**config.mk**
```make
export PLATFORM = sky130hd
export DESIGN_NAME = instr_encoder
export DESIGN_NICKNAME = d
export VERILOG_FILES = /design/src/rtl/instr_encoder.sv
export SDC_FILE = /design/constraint.sdc
export NUM_CORES = 1
export LEC_CHECK = 0
export BUFFER_PORTS_ARGS = -buffer_cell sky130_fd_sc_hd__buf_4
export CORE_UTILIZATION = 40
export DETAILED_ROUTE_END_ITERATION = 10
export PLACE_DENSITY = 0.71
export SYNTH_ARGS = -nofsm -noshare
export SYNTH_HDL_FRONTEND = slang
export SYNTH_SLANG_ARGS = --single-unit
```
**constraint.sdc**
```tcl
create_clock -name clk -period 3.35 [get_ports clk]
set_input_delay 1.005 -clock clk [delete_from_list [all_inputs] [get_ports clk]]
set_output_delay 1.005 -clock clk [all_outputs]
set_load 0.1 [all_outputs]
```
**src/rtl/instr_encoder.sv**
```systemverilog
// RV32 instruction encoder: turns decoded fields back into a 32-bit word, flags
// unencodable requests, and buffers results in a DEPTH-entry output FIFO.
module instr_encoder #(
    parameter int DEPTH = 2
) (
    input  logic        clk,
    input  logic        rst,
    input  logic        in_valid,
    output logic        in_ready,
    input  logic [2:0]  in_fmt,
    input  logic [6:0]  in_opcode,
    input  logic [2:0]  in_funct3,
    input  logic [6:0]  in_funct7,
    input  logic [4:0]  in_rd,
    input  logic [4:0]  in_rs1,
    input  logic [4:0]  in_rs2,
    input  logic [31:0] in_imm,
    output logic        out_valid,
    input  logic        out_ready,
    output logic [31:0] out_instr,
    output logic        out_illegal,
    output logic [7:0]  illegal_count
);

    localparam int PTR_W = (DEPTH > 1) ? $clog2(DEPTH) : 1;
    localparam int CNT_W = PTR_W + 1;
    localparam logic [CNT_W-1:0] DEPTH_C   = CNT_W'(DEPTH);
    localparam logic [PTR_W-1:0] LAST_PTR  = PTR_W'(DEPTH - 1);

    localparam logic [2:0] FMT_R = 3'd0;
    localparam logic [2:0] FMT_I = 3'd1;
    localparam logic [2:0] FMT_S = 3'd2;
    localparam logic [2:0] FMT_B = 3'd3;
    localparam logic [2:0] FMT_U = 3'd4;
    localparam logic [2:0] FMT_J = 3'd5;

    function automatic logic [31:0] encode_word(
        input logic [2:0]  fmt,
        input logic [6:0]  op,
        input logic [2:0]  f3,
        input logic [6:0]  f7,
        input logic [4:0]  rd,
        input logic [4:0]  rs1,
        input logic [4:0]  rs2,
        input logic [31:0] imm
    );
        logic [31:0] w;
        w = 32'h0;
        case (fmt)
            FMT_R:   w = {f7, rs2, rs1, f3, rd, op};
            FMT_I:   w = {imm[11:0], rs1, f3, rd, op};
            FMT_S:   w = {imm[11:5], rs2, rs1, f3, imm[4:0], op};
            FMT_B:   w = {imm[12], imm[10:5], rs2, rs1, f3, imm[4:1], imm[11], op};
            FMT_U:   w = {imm[31:12], rd, op};
            FMT_J:   w = {imm[20], imm[10:1], imm[11], imm[19:12], rd, op};
            default: w = 32'h0;
        endcase
        return w;
    endfunction

    // An immediate fits N signed bits when bits [31:N-1] are all equal.
    function automatic logic is_legal(
        input logic [2:0]  fmt,
        input logic [6:0]  op,
        input logic [31:0] imm
    );
        logic ok;
        ok = 1'b0;
        case (fmt)
            FMT_R:   ok = 1'b1;
            FMT_I,
            FMT_S:   ok = (&imm[31:11]) | ~(|imm[31:11]);
            FMT_B:   ok = ((&imm[31:12]) | ~(|imm[31:12])) & ~imm[0];
            FMT_U:   ok = ~(|imm[11:0]);
            FMT_J:   ok = ((&imm[31:20]) | ~(|imm[31:20])) & ~imm[0];
            default: ok = 1'b0;
        endcase
        return ok & (op[1:0] == 2'b11);
    endfunction

    logic [31:0]      mem_instr_q [DEPTH];
    logic [DEPTH-1:0] mem_ill_q;
    logic [PTR_W-1:0] wr_ptr_q, wr_ptr_d;
    logic [PTR_W-1:0] rd_ptr_q, rd_ptr_d;
    logic [CNT_W-1:0] count_q, count_d;
    logic [7:0]       ill_cnt_q, ill_cnt_d;

    logic        legal_s;
    logic [31:0] word_s;
    logic        push_s;
    logic        pop_s;

    // Combinational encode and legality check of the incoming request.
    always_comb begin
        legal_s = is_legal(in_fmt, in_opcode, in_imm);
        if (legal_s) begin
            word_s = encode_word(in_fmt, in_opcode, in_funct3, in_funct7,
                                 in_rd, in_rs1, in_rs2, in_imm);
        end else begin
            word_s = 32'h0;
        end
    end

    assign in_ready      = (count_q < DEPTH_C) && !rst;
    assign push_s        = in_valid && in_ready;
    assign out_valid     = (count_q != {CNT_W{1'b0}});
    assign pop_s         = out_valid && out_ready;
    assign out_instr     = out_valid ? mem_instr_q[rd_ptr_q] : 32'h0;
    assign out_illegal   = out_valid & mem_ill_q[rd_ptr_q];
    assign illegal_count = ill_cnt_q;

    // Next-state for pointers, occupancy and the saturating illegal counter.
    always_comb begin
        wr_ptr_d  = wr_ptr_q;
        rd_ptr_d  = rd_ptr_q;
        count_d   = count_q;
        ill_cnt_d = ill_cnt_q;
        if (push_s) begin
            wr_ptr_d = (wr_ptr_q == LAST_PTR) ? {PTR_W{1'b0}} : wr_ptr_q + PTR_W'(1);
        end else begin
            wr_ptr_d = wr_ptr_q;
        end
        if (pop_s) begin
            rd_ptr_d = (rd_ptr_q == LAST_PTR) ? {PTR_W{1'b0}} : rd_ptr_q + PTR_W'(1);
        end else begin
            rd_ptr_d = rd_ptr_q;
        end
        case ({push_s, pop_s})
            2'b10:   count_d = count_q + CNT_W'(1);
            2'b01:   count_d = count_q - CNT_W'(1);
            default: count_d = count_q;
        endcase
        if (push_s && !legal_s && (ill_cnt_q != 8'hFF)) begin
            ill_cnt_d = ill_cnt_q + 8'd1;
        end else begin
            ill_cnt_d = ill_cnt_q;
        end
    end

    // State registers and FIFO storage; reset discards all buffered entries.
    always_ff @(posedge clk) begin
        if (rst) begin
            wr_ptr_q  <= {PTR_W{1'b0}};
            rd_ptr_q  <= {PTR_W{1'b0}};
            count_q   <= {CNT_W{1'b0}};
            ill_cnt_q <= 8'h00;
            mem_ill_q <= {DEPTH{1'b0}};
            for (int i = 0; i < DEPTH; i++) begin
                mem_instr_q[i] <= 32'h0;
            end
        end else begin
            wr_ptr_q  <= wr_ptr_d;
            rd_ptr_q  <= rd_ptr_d;
            count_q   <= count_d;
            ill_cnt_q <= ill_cnt_d;
            if (push_s) begin
                mem_instr_q[wr_ptr_q] <= word_s;
                mem_ill_q[wr_ptr_q]   <= ~legal_s;
            end
        end
    end

endmodule

```
==> results.md <==
* Status: finished clean
* Worst r2r src: count_q[1]
* Sequential fraction of the synthesis area at ~55%
* Max Transition Viols Final at 0
* Initial DRC count at approximately 190
* Setup ws final at around 0.56 ns
* # clock sinks at between 70 and 80
* MaxCap Viol Count at 0
* Total placed instance area at between 5000 and 6000 um2
* Met1 Use GR at around a quarter
* # nets final at just under 600
* Post-CTS setup repair buffer count at 0
* Leak at around 2.1 nW
* Synth warn at 0
* Most Crowded Layer GR: met2
* Port Buf Inserts at between 100 and 150
* Routed wire length at 10.52 mm
* Top cells by area, synth: edfxtp_1, mux2i_1, nor2_1, dfxtp_1, a22oi_1
* WL per Instance at 16.22 um
* HPWL after DPL at 7.386 mm
* Die footprint at approximately 11000 um2
* Final min period at 2.789 ns
* Clock Latency Late Sink at approximately 0.35 ns
* Finished Layout Cells at 649
* Most numerous cell in the Yosys netlist: nor2_1
* DRC Markers at 0
* Die Wd at slightly above 100 um
* Synth cell types at slightly above 40
* CTS Buf Count at 9
* Worst Setup End Kind: output port
* Vias at between 3000 and 4000
* Clock skew at 0.005469 ns
* Ant diodes at 0
* Worst Hold Class: flop to flop
* Setup-failing EPs final at 0
* Post-synth top area cell: edfxtp_1
* Final ANT Viol Nets at 0
* Post-synth EDFFs at between 60 and 70
* Cells after DPL at between 600 and 700
* Post-CTS Resized at 0
* Via density at ~5.3
* Final instance area at roughly 5400 um2
* Max FO, Critical Path at 32
* Top FF cell, synth: edfxtp_1
* HP Start: wr_ptr_q
* Asr flop ratio synth at 0%
* Hold Fails Final Rpt at 0
* H-tree levels at 3
* Vias in the first global route at 3247
* Worst EP arrival at 1.78 ns
* Starting density of the core at about two fifths
* Initial antenna violation count at 0
* Crit Path Class: flop to output port
* Pin count of the biggest net entering global routing at 35
* CTS Hold Bufs at 0
* WP data required at around 2.3 ns
* Core area at 9819 um2
* Global-route wire length before repair at 15.73 mm
* CTS tree: yes
* Clock Path Buffers at 2
* Clock root buffer: clkbuf_8
* Placer Congestion at roughly 0.81
* Startpoint Class: flop
* Fmax at roughly 360 MHz
* Relative max-transition margin at a little under half
* Mapped Nets at about 470
* Pwr Density at 687.2 nW/um2
* Met2 Track Usage GR at 34.77%
* Clock-pin slew on the worst setup and hold paths at around 0.080 ns
* DRT Pass-1 Iters at 4
* #FFs+latches synth at 79
* Max VDD drop at slightly above 0.3 mV
* Vert. Die Dim at roughly 100 um
* Syn Area/Cell at slightly above 10 um2
* Hold Worst Slack at ~0.47 ns
* Commonest cells post-synth: nor2_1, edfxtp_1, mux2i_1, a22oi_1, inv_1
* Least-Margin Pin Slew at between 0.7 and 0.8 ns
* Num rows at 36
* Area share of the largest cell type after synthesis at a little under half
* Mapped Cells at 399
* Pre-CTS setup slack at between 0.3 and 0.4 ns
* Area Overhead vs Synth at 33.35%
* Tcrit/Tclk final at between 80% and 90%
* Ports at between 100 and 150
* Share of cells above drive strength 1 at 34.30%
* Met3 usage at under 10%
* Congestion Overflow GR at 0
* Setup TNS at 0 ns
* Gr usage total at around a fifth
* Synthesized cell area at between 4000 and 5000 um2
* RSZ-0062 raised after global routing: false
path summary, 6_finish.rpt:
| path | cells after the start | slack, ns | to |
|---|---|---|---|
| setup / recovery | 4 | 0.56 | out_instr[20] |
| hold / removal | 2 | 0.47 | wr_ptr_q |
| setup reg to reg | 7 | 1.19 | count_q[1] |
| hold reg to reg | 2 | 0.47 | wr_ptr_q |
cells in the final DEF, fill, tap and decap left out, drive strengths merged, types with 4 or more instances in the layout:
master,instances
buf,123
clkbuf,9
nand4,5
a22oi,23
nand2,9
nor3,5
o21ai,8
nand3,10
a21oi,15
nor2,111
inv,16
xnor2,4
clkinv,4
o22a,6
or4,6
edfxtp,64
dfxtp,15
nor4,6
mux2i,43
registers in the layout, indices dropped and copies added (netlist names), named ones only:
name / cells
count_q: 2
illegal_count: 8
mem_ill_q: 2
mem_instr_q: 64
rd_ptr_q: 1
wr_ptr_q: 1
logic make-up (layout without fill, tap and decap cells):
family | count (synthesis) | count (layout) | share of synthesized area (%)
xor gates and xnor gates | 5 | 5 | 1.076
buffers and inverters | 38 | 155 | 3.720
adders and majority gates | 2 | 2 | 0.6147
and+or+nand+nor | 166 | 166 | 17.98
AOI/OAI and AO/OA | 64 | 64 | 10.79
muxes | 45 | 45 | 11.22
DFF | 79 | 79 | 54.60
report_power, final:
part	internal, mW	total [mW]	switching (mW)
clock	0.490	0.841	0.351
combinational	0.419	1.71	1.29
sequential	1.14	1.18	0.0406
stage by stage:
step / utilization [%] / total power [mW]
after floorplan: - / 2.523
after global placement: 52.88 / 2.906
after detailed placement: 52.88 / 2.921
after CTS: 55.28 / 3.752
after global routing: 55.28 / 3.866
final: 55.28 / 3.730
metal layers:
metal | vias to the layer above | part of all wire (%)
met3 | 14 | 5.6
met5 | - | 0
met1 | 1650 | 41
li1 | 1677 | -
met2 | 122 | 51
met4 | 0 | 1.8
cell type report:
class                   instances  area (um2)
repair buffers                123       948.4
clock inverters                 7       111.4
multi-input cells             282        1794
clock buffers                   9       123.9
flip-flops and latches         79        2223
fillers                       886        4392
inverters                      16       60.06
well taps                     133       166.4
critical path, stage by stage (launching register included):
cell and delay, ns:
dfxtp_2 0.31, buf_4 0.48, mux2i_1 0.17, nor2_2 0.15, buf_4 0.31
(Power assumes the default switching activity.)
